### config.mk
export PLATFORM = sky130hd
export DESIGN_NAME = fsk_tone_generator_flat
export DESIGN_NICKNAME = d
export VERILOG_FILES = /design/src/rtl/fsk_pkg.sv /design/src/rtl/fsk_tone_generator_if.sv /design/src/rtl/fsk_half_period_divider.sv /design/src/rtl/fsk_tone_generator.sv /design/src/flat_wrapper.sv
export SDC_FILE = /design/constraint.sdc
export NUM_CORES = 1
export LEC_CHECK = 0
export CAP_MARGIN = 20
export CORE_AREA = 3 3 100 102
export CTS_CLUSTER_DIAMETER = 30
export DETAILED_ROUTE_END_ITERATION = 8
export DIE_AREA = 0 0 103 105
export PLACE_DENSITY = 0.82
export REMOVE_ABC_BUFFERS = 1
export SLEW_MARGIN = 20
export SYNTH_ARGS = -nofsm -noshare
export SYNTH_HDL_FRONTEND = slang
export SYNTH_SLANG_ARGS = --single-unit
export TNS_END_PERCENT = 30
### constraint.sdc
create_clock -name clock -period 2.4 [get_ports clock]
set_input_delay 0.36 -clock clock [delete_from_list [all_inputs] [get_ports clock]]
set_output_delay 0.36 -clock clock [all_outputs]
set_load 0.01 [all_outputs]
### src/rtl/fsk_pkg.sv
// Shared definitions for the FSK transmit/receive path: FSM state encoding,
// counter width and the half-period tick calculation that the frequency
// comparator also uses.
package fsk_pkg;

    localparam int CNT_W = 32;

    typedef enum logic {
        IDLE = 1'b0,
        SEND = 1'b1
    } fsk_state_t;

    // Clock ticks per half period of a tone (truncating 32-bit division).
    function automatic logic [CNT_W-1:0] half_period_ticks(
        input logic [CNT_W-1:0] clock_hz,
        input logic [CNT_W-1:0] freq_hz
    );
        logic [CNT_W-1:0] twice_freq;
        twice_freq = freq_hz << 1;
        return clock_hz / twice_freq;
    endfunction

endpackage

### src/rtl/fsk_tone_generator_if.sv
// Bit handshake between a data source and the FSK tone generator.
// The source offers one bit with data_valid; the generator takes it in any
// cycle where data_ready is also high.
interface fsk_tone_generator_if;

    logic data_valid;
    logic data_bit;
    logic data_ready;

    modport master (
        output data_valid,
        output data_bit,
        input  data_ready
    );

    modport slave (
        input  data_valid,
        input  data_bit,
        output data_ready
    );

endinterface

### src/rtl/fsk_half_period_divider.sv
// Half-period divider: counts clock ticks and flips the square-wave output
// every half_ticks cycles while run is high. A restart clears the counter
// but keeps the output level, so the waveform stays continuous when a new
// symbol begins. A wrap coinciding with a restart still toggles.
module fsk_half_period_divider
    import fsk_pkg::*;
(
    input  logic             clock,
    input  logic             clear_n,
    input  logic             run,
    input  logic             restart,
    input  logic [CNT_W-1:0] half_ticks,
    output logic             tx_out
);

    logic [CNT_W-1:0] half_cnt_reg;
    logic             tx_reg;
    logic             wrap;

    assign wrap   = run && (half_cnt_reg == (half_ticks - 32'd1));
    assign tx_out = tx_reg;

    // Half-period counter and output toggle.
    always_ff @(posedge clock or negedge clear_n) begin
        if (!clear_n) begin
            half_cnt_reg <= '0;
            tx_reg       <= 1'b0;
        end else begin
            if (wrap) begin
                tx_reg <= ~tx_reg;
            end
            if (restart || wrap) begin
                half_cnt_reg <= '0;
            end else if (run) begin
                half_cnt_reg <= half_cnt_reg + 32'd1;
            end
        end
    end

endmodule

### src/rtl/fsk_tone_generator.sv
// Two-tone FSK transmitter. Each accepted bit is sent for one symbol period
// as a square wave at FREQUENCY_1 (bit 0) or FREQUENCY_2 (bit 1). The output
// level carries over between symbols; a new bit may be accepted in the last
// symbol cycle so consecutive symbols have no gap.
//
// Build option: define FSK_TONE_GEN_IDLE_MARK_EN to keep a FREQUENCY_1 mark
// tone running while idle; otherwise the output holds its level in idle.
module fsk_tone_generator
    import fsk_pkg::*;
#(
    parameter int unsigned FREQUENCY_1 = 9000,
    parameter int unsigned FREQUENCY_2 = 11000,
    parameter int unsigned CLOCK       = 50000000,
    parameter int unsigned BIT_RATE    = 1000
) (
    input  logic                   clock,
    input  logic                   clear_n,
    input  logic                   enable,
    fsk_tone_generator_if.slave    tx_if,
    output logic                   tx_out,
    output logic                   busy,
    output logic [CNT_W-1:0]       symbols_sent
);

    localparam logic [CNT_W-1:0] HALF1    = half_period_ticks(CLOCK, FREQUENCY_1);
    localparam logic [CNT_W-1:0] HALF2    = half_period_ticks(CLOCK, FREQUENCY_2);
    localparam logic [CNT_W-1:0] SYM      = CLOCK / BIT_RATE;
    localparam logic [CNT_W-1:0] SYM_LAST = SYM - 32'd1;

`ifdef FSK_TONE_GEN_IDLE_MARK_EN
    localparam bit IDLE_MARK = 1'b1;
`else
    localparam bit IDLE_MARK = 1'b0;
`endif

    // Reject parameter sets that cannot produce two distinct tones.
    if (FREQUENCY_2 <= FREQUENCY_1) begin : g_bad_freq_order
        $error("fsk_tone_generator: FREQUENCY_2 must exceed FREQUENCY_1");
    end
    if (HALF2 < 32'd1) begin : g_bad_half2
        $error("fsk_tone_generator: FREQUENCY_2 too high for CLOCK");
    end
    if (SYM < 32'd2) begin : g_bad_sym
        $error("fsk_tone_generator: symbol period shorter than 2 clocks");
    end

    fsk_state_t       state_reg, state_next;
    logic [CNT_W-1:0] sym_cnt_reg, sym_cnt_next;
    logic             cur_bit_reg, cur_bit_next;
    logic [CNT_W-1:0] symbols_sent_reg, symbols_sent_next;

    logic             last_cycle;
    logic             ready;
    logic             accept;
    logic             sym_end;
    logic             div_run;
    logic             div_restart;
    logic [CNT_W-1:0] div_half;

    assign last_cycle = (state_reg == SEND) && (sym_cnt_reg == SYM_LAST);
    // clear_n is folded in so data_ready reads 0 throughout reset.
    assign ready      = clear_n && enable && ((state_reg == IDLE) || last_cycle);
    assign accept     = tx_if.data_valid && ready;
    assign sym_end    = enable && last_cycle;

    assign tx_if.data_ready = ready;
    assign busy             = (state_reg == SEND);
    assign symbols_sent     = symbols_sent_reg;

    // Divider runs in SEND (and in IDLE when the mark tone is built in);
    // idle always uses the bit-0 tone.
    assign div_run     = enable && ((state_reg == SEND) || (IDLE_MARK && (state_reg == IDLE)));
    assign div_restart = accept || sym_end;
    assign div_half    = ((state_reg == SEND) && cur_bit_reg) ? HALF2 : HALF1;

    // FSM, symbol counter and bit latch registers.
    always_ff @(posedge clock or negedge clear_n) begin
        if (!clear_n) begin
            state_reg        <= IDLE;
            sym_cnt_reg      <= '0;
            cur_bit_reg      <= 1'b0;
            symbols_sent_reg <= '0;
        end else begin
            state_reg        <= state_next;
            sym_cnt_reg      <= sym_cnt_next;
            cur_bit_reg      <= cur_bit_next;
            symbols_sent_reg <= symbols_sent_next;
        end
    end

    // Next-state logic: everything holds while enable is low.
    always_comb begin
        state_next        = state_reg;
        sym_cnt_next      = sym_cnt_reg;
        cur_bit_next      = cur_bit_reg;
        symbols_sent_next = symbols_sent_reg;
        if (enable) begin
            case (state_reg)
                IDLE: begin
                    if (accept) begin
                        state_next   = SEND;
                        sym_cnt_next = '0;
                        cur_bit_next = tx_if.data_bit;
                    end
                end
                SEND: begin
                    if (last_cycle) begin
                        symbols_sent_next = symbols_sent_reg + 32'd1;
                        sym_cnt_next      = '0;
                        if (accept) begin
                            cur_bit_next = tx_if.data_bit;
                        end else begin
                            state_next = IDLE;
                        end
                    end else begin
                        sym_cnt_next = sym_cnt_reg + 32'd1;
                    end
                end
                default: begin
                    state_next = IDLE;
                end
            endcase
        end
    end

    fsk_half_period_divider u_divider (
        .clock      (clock),
        .clear_n    (clear_n),
        .run        (div_run),
        .restart    (div_restart),
        .half_ticks (div_half),
        .tx_out     (tx_out)
    );

endmodule

### src/flat_wrapper.sv
// flat-port wrapper written by rule: the top's interface ports become plain ports
module fsk_tone_generator_flat import fsk_pkg::*;
#(
    parameter int unsigned FREQUENCY_1 = 9000,
    parameter int unsigned FREQUENCY_2 = 11000,
    parameter int unsigned CLOCK       = 50000000,
    parameter int unsigned BIT_RATE    = 1000
)
  (clock, clear_n, enable, tx_out, busy, symbols_sent, tx_if_data_valid, tx_if_data_bit, tx_if_data_ready);
  fsk_tone_generator_if tx_if_i ();
  input  logic clock;
  input  logic clear_n;
  input  logic enable;
  output logic tx_out;
  output logic busy;
  output logic [CNT_W-1:0] symbols_sent;
  input wire logic [$bits(tx_if_i.data_valid)-1:0] tx_if_data_valid;
  input wire logic [$bits(tx_if_i.data_bit)-1:0] tx_if_data_bit;
  output wire logic [$bits(tx_if_i.data_ready)-1:0] tx_if_data_ready;
  assign tx_if_i.data_valid = tx_if_data_valid;
  assign tx_if_i.data_bit = tx_if_data_bit;
  assign tx_if_data_ready = tx_if_i.data_ready;
  fsk_tone_generator #(.FREQUENCY_1(FREQUENCY_1), .FREQUENCY_2(FREQUENCY_2), .CLOCK(CLOCK), .BIT_RATE(BIT_RATE)) u_core (.clock(clock), .clear_n(clear_n), .enable(enable), .tx_if(tx_if_i), .tx_out(tx_out), .busy(busy), .symbols_sent(symbols_sent));
endmodule
==> results of run 1 <==
==> kinds of logic (layout without fill, tap and decap cells) <==
logic type	count (synthesis)	after routing	synth area share
simple gates	254	254	0.2889
flops	99	99	0.4961
xor+xnor	88	88	0.1543
buf+inv	28	105	0.02456
compound gates	18	18	0.02405
fa+ha+maj	3	3	0.007518
mux	2	2	0.004510
==> how the worst min path moves through the flow <==
stage | endpoint | depth (start not counted) | from
floorplan | u_core.busy | 0 | clear_n
global placement | u_core.sym_cnt_reg[0] | 1 | clear_n
detailed placement | u_core.sym_cnt_reg[0] | 1 | clear_n
CTS | u_core.sym_cnt_reg[2] | 2 | clear_n
global route | u_core.sym_cnt_reg[3] | 2 | clear_n
finish | u_core.sym_cnt_reg[0] | 2 | clear_n
==> metal layers <==
layer  up-vias  track usage  part of all wire
li1       1863            -                 -
met1      1944       0.2914              0.43
met2       103       0.3478              0.51
met3        14      0.05274             0.047
met4         0      0.05828             0.014
met5         -            0                 0
==> report_power, final <==
group	switching, mW	internal, mW	leakage [nW]	total, mW
registers	0.102	1.76	1.35	1.86
clock network	0.578	0.690	0.115	1.27
logic	0.218	0.184	1.30	0.402
==> cell usage after synthesis, types with 2 or more instances <==
library cell  count
nor2_4            2
and4_1           11
nand4_1          36
inv_1            11
o21ai_0           2
or4_1             2
nor3_1            7
nor2_1           64
o21ai_1           2
and3_1           17
nor4_4            4
nor4_2            3
a21oi_1           5
or3_1             3
nor2_2            5
ha_1              3
and2_1            3
clkbuf_1          7
a21o_1            2
o31ai_1           2
nand3_1          42
mux2_2            2
nor4_1           13
buf_2             8
xnor2_1          35
nand2b_1          3
dfrtp_1          99
nand2_1          33
xor2_1           53
==> what timing repair did <==
item | in CTS | in global routing
endpoints found under the setup margin | 1 | 87
pin swaps | 4 | 6
setup buffers | 19 | 2
gates resized for setup | 7 | 6
endpoints found under the hold margin | 21 | 0
hold buffers | 1 | 0
==> cell type report <==
type	count	area, um2	area share
Clock inverter	6	115.1	0.01898
Inverter	11	41.29	0.006810
Sequential cell	99	2477	0.4086
Timing Repair Buffer	79	705.7	0.1164
Multi-Input combinational cell	365	2461	0.4059
Tap cell	111	138.9	0.02291
Clock buffer	9	123.9	0.02043
==> reports/summary.txt, run 1 <==
gpl congestion -> 0.7948
# fillers -> 698
DR WL/cell -> 16.32 um
min cycle time layout -> 2.313 ns
worst r2r path cells -> 9
P per Cell Area -> 582.4 nW/um2
syn_area_per_cell -> 10.15 um2
first-pass detailed-route iteration total -> 4
Critical Path Stages -> 9
Yosys cell types -> 42
Clock Skew -> 0.01318 ns
max_slew headroom -> 0.3666
f_max -> 0.4323 GHz
row count -> 35
Die Ht -> 105 um
setup_tns -> 0 ns
top post-synthesis cells by area -> dfrtp_1, xor2_1, xnor2_1
Post-synth ARST share -> 1.000
Hold WC Path Type -> in -> async
CTS tree -> done
first-pass GRT wire length -> 18,750 um
EDFF count, synth -> 0
Finished Layout Cells -> 680
outcome -> complete, no violations
global route overflow -> 0
Finished Cell Area -> 6063 um2
Reg clk slew, reported paths -> 0.09 ns
leading area contributor after synthesis -> dfrtp_1
clock root cell -> clkbuf_8
CP top delay family -> simple AND/OR/NAND/NOR gates
Least-Margin Pin Slew -> 0.9501 ns
leading cell type in the layout, fill and taps excluded -> dfrtp_1
port bufs -> 39
final antenna-violating net count -> 0
DRC Markers -> 0
worst-path maximum fanout -> 4
TritonCTS buffer count -> 9
period utilization -> 0.9637
Final setup violation count -> 0
#FFs+latches synth -> 99
final WL -> 11,100 um
Starting Density -> 0.5430
DR iter-0 viols -> 279
cell mode on critical path -> buf_4
die area -> 10,820 um2
core area -> 9196 um2
Slew Viols, Final -> 0
Final Hold Vio Count -> 0
VDD IR max -> 0.2714 mV
clock sinks -> 99
Placement Cell Area -> 5619 um2
vias per inst -> 5.771
arrival time worst endpoint -> 2.56 ns
Seq/Total Area, Yosys -> 0.4961
initial antenna violation count -> 0
Cell Area, Synth -> 4994 um2
RR Startpoint -> u_core.sym_cnt_reg[31]
Leak -> 2.764 nW
most frequent cells in the layout -> dfrtp_1, nor2_1, xor2_1
Synth Warn # -> 0
main flop type after synthesis -> dfrtp_1
Critical Path Source Type -> register
worst hold slack -> 0.4675 ns
GRT Overall Usage -> 0.2167
clk buf depth -> 2
crit path cell chain -> nor4b_4 -> buf_4 -> buf_4 -> buf_4 -> buf_4 -> buf_4 -> nand3_2 -> nor4_4 -> mux2_2
clk_lat worst skew -> 0.37 ns
Placed Cells -> 646
CP Data Required Time -> 2.64 ns
Tot Pwr -> 3.531 mW
pre-CTS setup slack -> 0.02465 ns
Final WS setup -> 0.08702 ns
fin util -> 0.6593
vias in the first global route -> 3,929
layout net count -> 573
reg2reg setup slack -> 0.09 ns
RR Endpoint -> u_core.symbols_sent[1]
kind of critical path -> reg -> reg
WP buf/inv -> 5
crit end category -> register
crit path launch -> u_core.sym_cnt_reg[31]
pin count of the biggest net entering global routing -> 79
top cell type's share of synthesized area -> 0.4961
CP Capture Point -> u_core.symbols_sent[1]
HPWL Detailed -> 7129 um
Max Cap Viol -> 0
post-synthesis instance total -> 492
die width -> 103 um
CTS H-Tree Depth -> 3
vias -> 3,924
Crit path largest cell delay -> 0.43 ns
Antenna Cells -> 0
CP max-delay cell -> dfrtp_1
number of I/O pins -> 40
Area Growth Syn to Fin -> 21.42%
share of layout cells above drive strength 1 -> 0.1441
Power figures use the tool's default switching activity.
==> run 2: changes to the inputs <==
--- a/config.mk
+++ b/config.mk
@@ -12,6 +12,7 @@
 export DIE_AREA = 0 0 103 105
 export PLACE_DENSITY = 0.82
 export REMOVE_ABC_BUFFERS = 1
+export SKIP_CTS_REPAIR_TIMING = 1
 export SLEW_MARGIN = 20
 export SYNTH_ARGS = -nofsm -noshare
 export SYNTH_HDL_FRONTEND = slang
==> reports/summary.txt, run 2 (synthesis results as in run 1) <==
row count -> 35
port bufs -> 39
P per Cell Area -> 586.9 nW/um2
Placed Cells -> 646
DRC Markers -> 0
Placement Cell Area -> 5619 um2
Antenna Cells -> 0
crit end category -> primary output
Final Hold Vio Count -> 0
CP Data Required Time -> 2.04 ns
first-pass GRT wire length -> 17,890 um
f_max -> 0.4512 GHz
final antenna-violating net count -> 0
Final setup violation count -> 0
die width -> 103 um
gpl congestion -> 0.7948
Leak -> 2.675 nW
HPWL Detailed -> 7129 um
vias per inst -> 5.727
Finished Layout Cells -> 663
clk_lat worst skew -> 0.37 ns
Top Metal Used -> met4
Tot Pwr -> 3.463 mW
unrepaired setup endpoints after global routing -> false
most frequent cells in the layout -> dfrtp_1, nor2_1, xor2_1
period utilization -> 0.9234
core area -> 9196 um2
die area -> 10,820 um2
Clock Skew -> 0.01377 ns
M1 wire length -> 4841 um
initial antenna violation count -> 0
Critical Path Source Type -> register
layout net count -> 556
Reg clk slew, reported paths -> 0.09 ns
Die Ht -> 105 um
global route overflow -> 0
Max Cap Viol -> 0
switch share -> 0.2515
pin count of the biggest net entering global routing -> 79
outcome -> complete, no violations
clk buf depth -> 2
setup_tns -> 0 ns
Hold WC Path Type -> in -> async
first-pass detailed-route iteration total -> 4
min cycle time layout -> 2.216 ns
Psw -> 0.8707 mW
Area Growth Syn to Fin -> 18.14%
metal2 WL -> 5069 um
final WL -> 10,520 um
share of layout cells above drive strength 1 -> 0.1123
part of the power in combinational logic -> 0.096
DR iter-0 viols -> 162
worst-path maximum fanout -> 4
CTS H-Tree Depth -> 3
Routed met3 length -> 423 um
kind of critical path -> reg -> out
arrival time worst endpoint -> 1.86 ns
TritonCTS buffer count -> 9
CTS tree -> done
VDD IR max -> 0.2700 mV
sequential power share -> 0.538
vias in the first global route -> 3,771
clock sinks -> 99
Least-Margin Pin Slew -> 0.9406 ns
leading cell type in the layout, fill and taps excluded -> dfrtp_1
max_slew headroom -> 0.3729
number of I/O pins -> 40
GRT Overall Usage -> 0.2061
worst hold slack -> 0.4600 ns
vias -> 3,797
Finished Cell Area -> 5899 um2
clock root cell -> clkbuf_8
clock power share -> 0.366
# fillers -> 717
Starting Density -> 0.5430
DR WL/cell -> 15.87 um
Slew Viols, Final -> 0
Internal Pwr Total -> 2.592 mW
==> run 2: changes by cell type in the layout (fill, tap and decap cells not counted), sizes merged <==
cell          previous run  this run
buf                     40        23
dlygate4sd2              1         0
dlymetal6s2s             0         1
==> run 2: final cells by class <==
| cell class | count | area [um2] | share of cell area |
|---|---|---|---|
| inverters | 11 | 41.29 | 0.006999 |
| multi-input cells | 365 | 2425 | 0.4110 |
| well taps | 111 | 138.9 | 0.02354 |
| clock inverters | 6 | 115.1 | 0.01951 |
| repair buffers | 62 | 578.1 | 0.09799 |
| flip-flops and latches | 99 | 2477 | 0.4199 |
| clock buffers | 9 | 123.9 | 0.02100 |
==> run 2: power by group through the flow <==
stage / clock network [mW] / logic, mW / registers (mW)
floorplan: 0 / 0.234 / 1.87
global placement: 0 / 0.314 / 1.89
detailed placement: 0 / 0.330 / 1.89
CTS: 1.29 / 0.332 / 1.86
global route: 1.37 / 0.381 / 1.88
finish: 1.27 / 0.334 / 1.86
==> run 2: final timing paths <==
check	depth (start not counted)	start	end	slack, ns
hold reg to reg	1	u_core.symbols_sent[31]	u_core.symbols_sent[31]	0.47
setup / recovery	6	u_core.sym_cnt_reg[0]	tx_if_data_ready	0.18
hold / removal	2	clear_n	u_core.sym_cnt_reg[2]	0.46
setup reg to reg	8	u_core.sym_cnt_reg[0]	u_core.symbols_sent[31]	0.20
min in group clock	1	u_core.symbols_sent[31]	u_core.symbols_sent[31]	0.47
max in group asynchronous	3	clear_n	u_core.sym_cnt_reg[19]	0.71
==> run 2: per-layer routing <==
layer / up-vias / GRT usage
met4: 0 / 0.06105
met3: 15 / 0.05207
met5: - / 0
met2: 78 / 0.3222
li1: 1829 / -
met1: 1875 / 0.2815
==> run 2: stage by stage <==
stage | setup WS, ns | utilization
after floorplan | -0.2009 | -
after global placement | 0.1041 | 0.6110
after detailed placement | 0.02465 | 0.6110
after CTS | -0.3279 | 0.6370
after global routing | 0.07625 | 0.6415
final | 0.1838 | 0.6415
==> run 2: worst max-delay path: stages (launching register included) <==
cell            delay (ns)
dfrtp_1               0.40
ha_2                  0.22
and4b_1               0.20
nand4_1               0.15
o21ai_2               0.21
and3_1                0.16
dlymetal6s2s_1        0.15
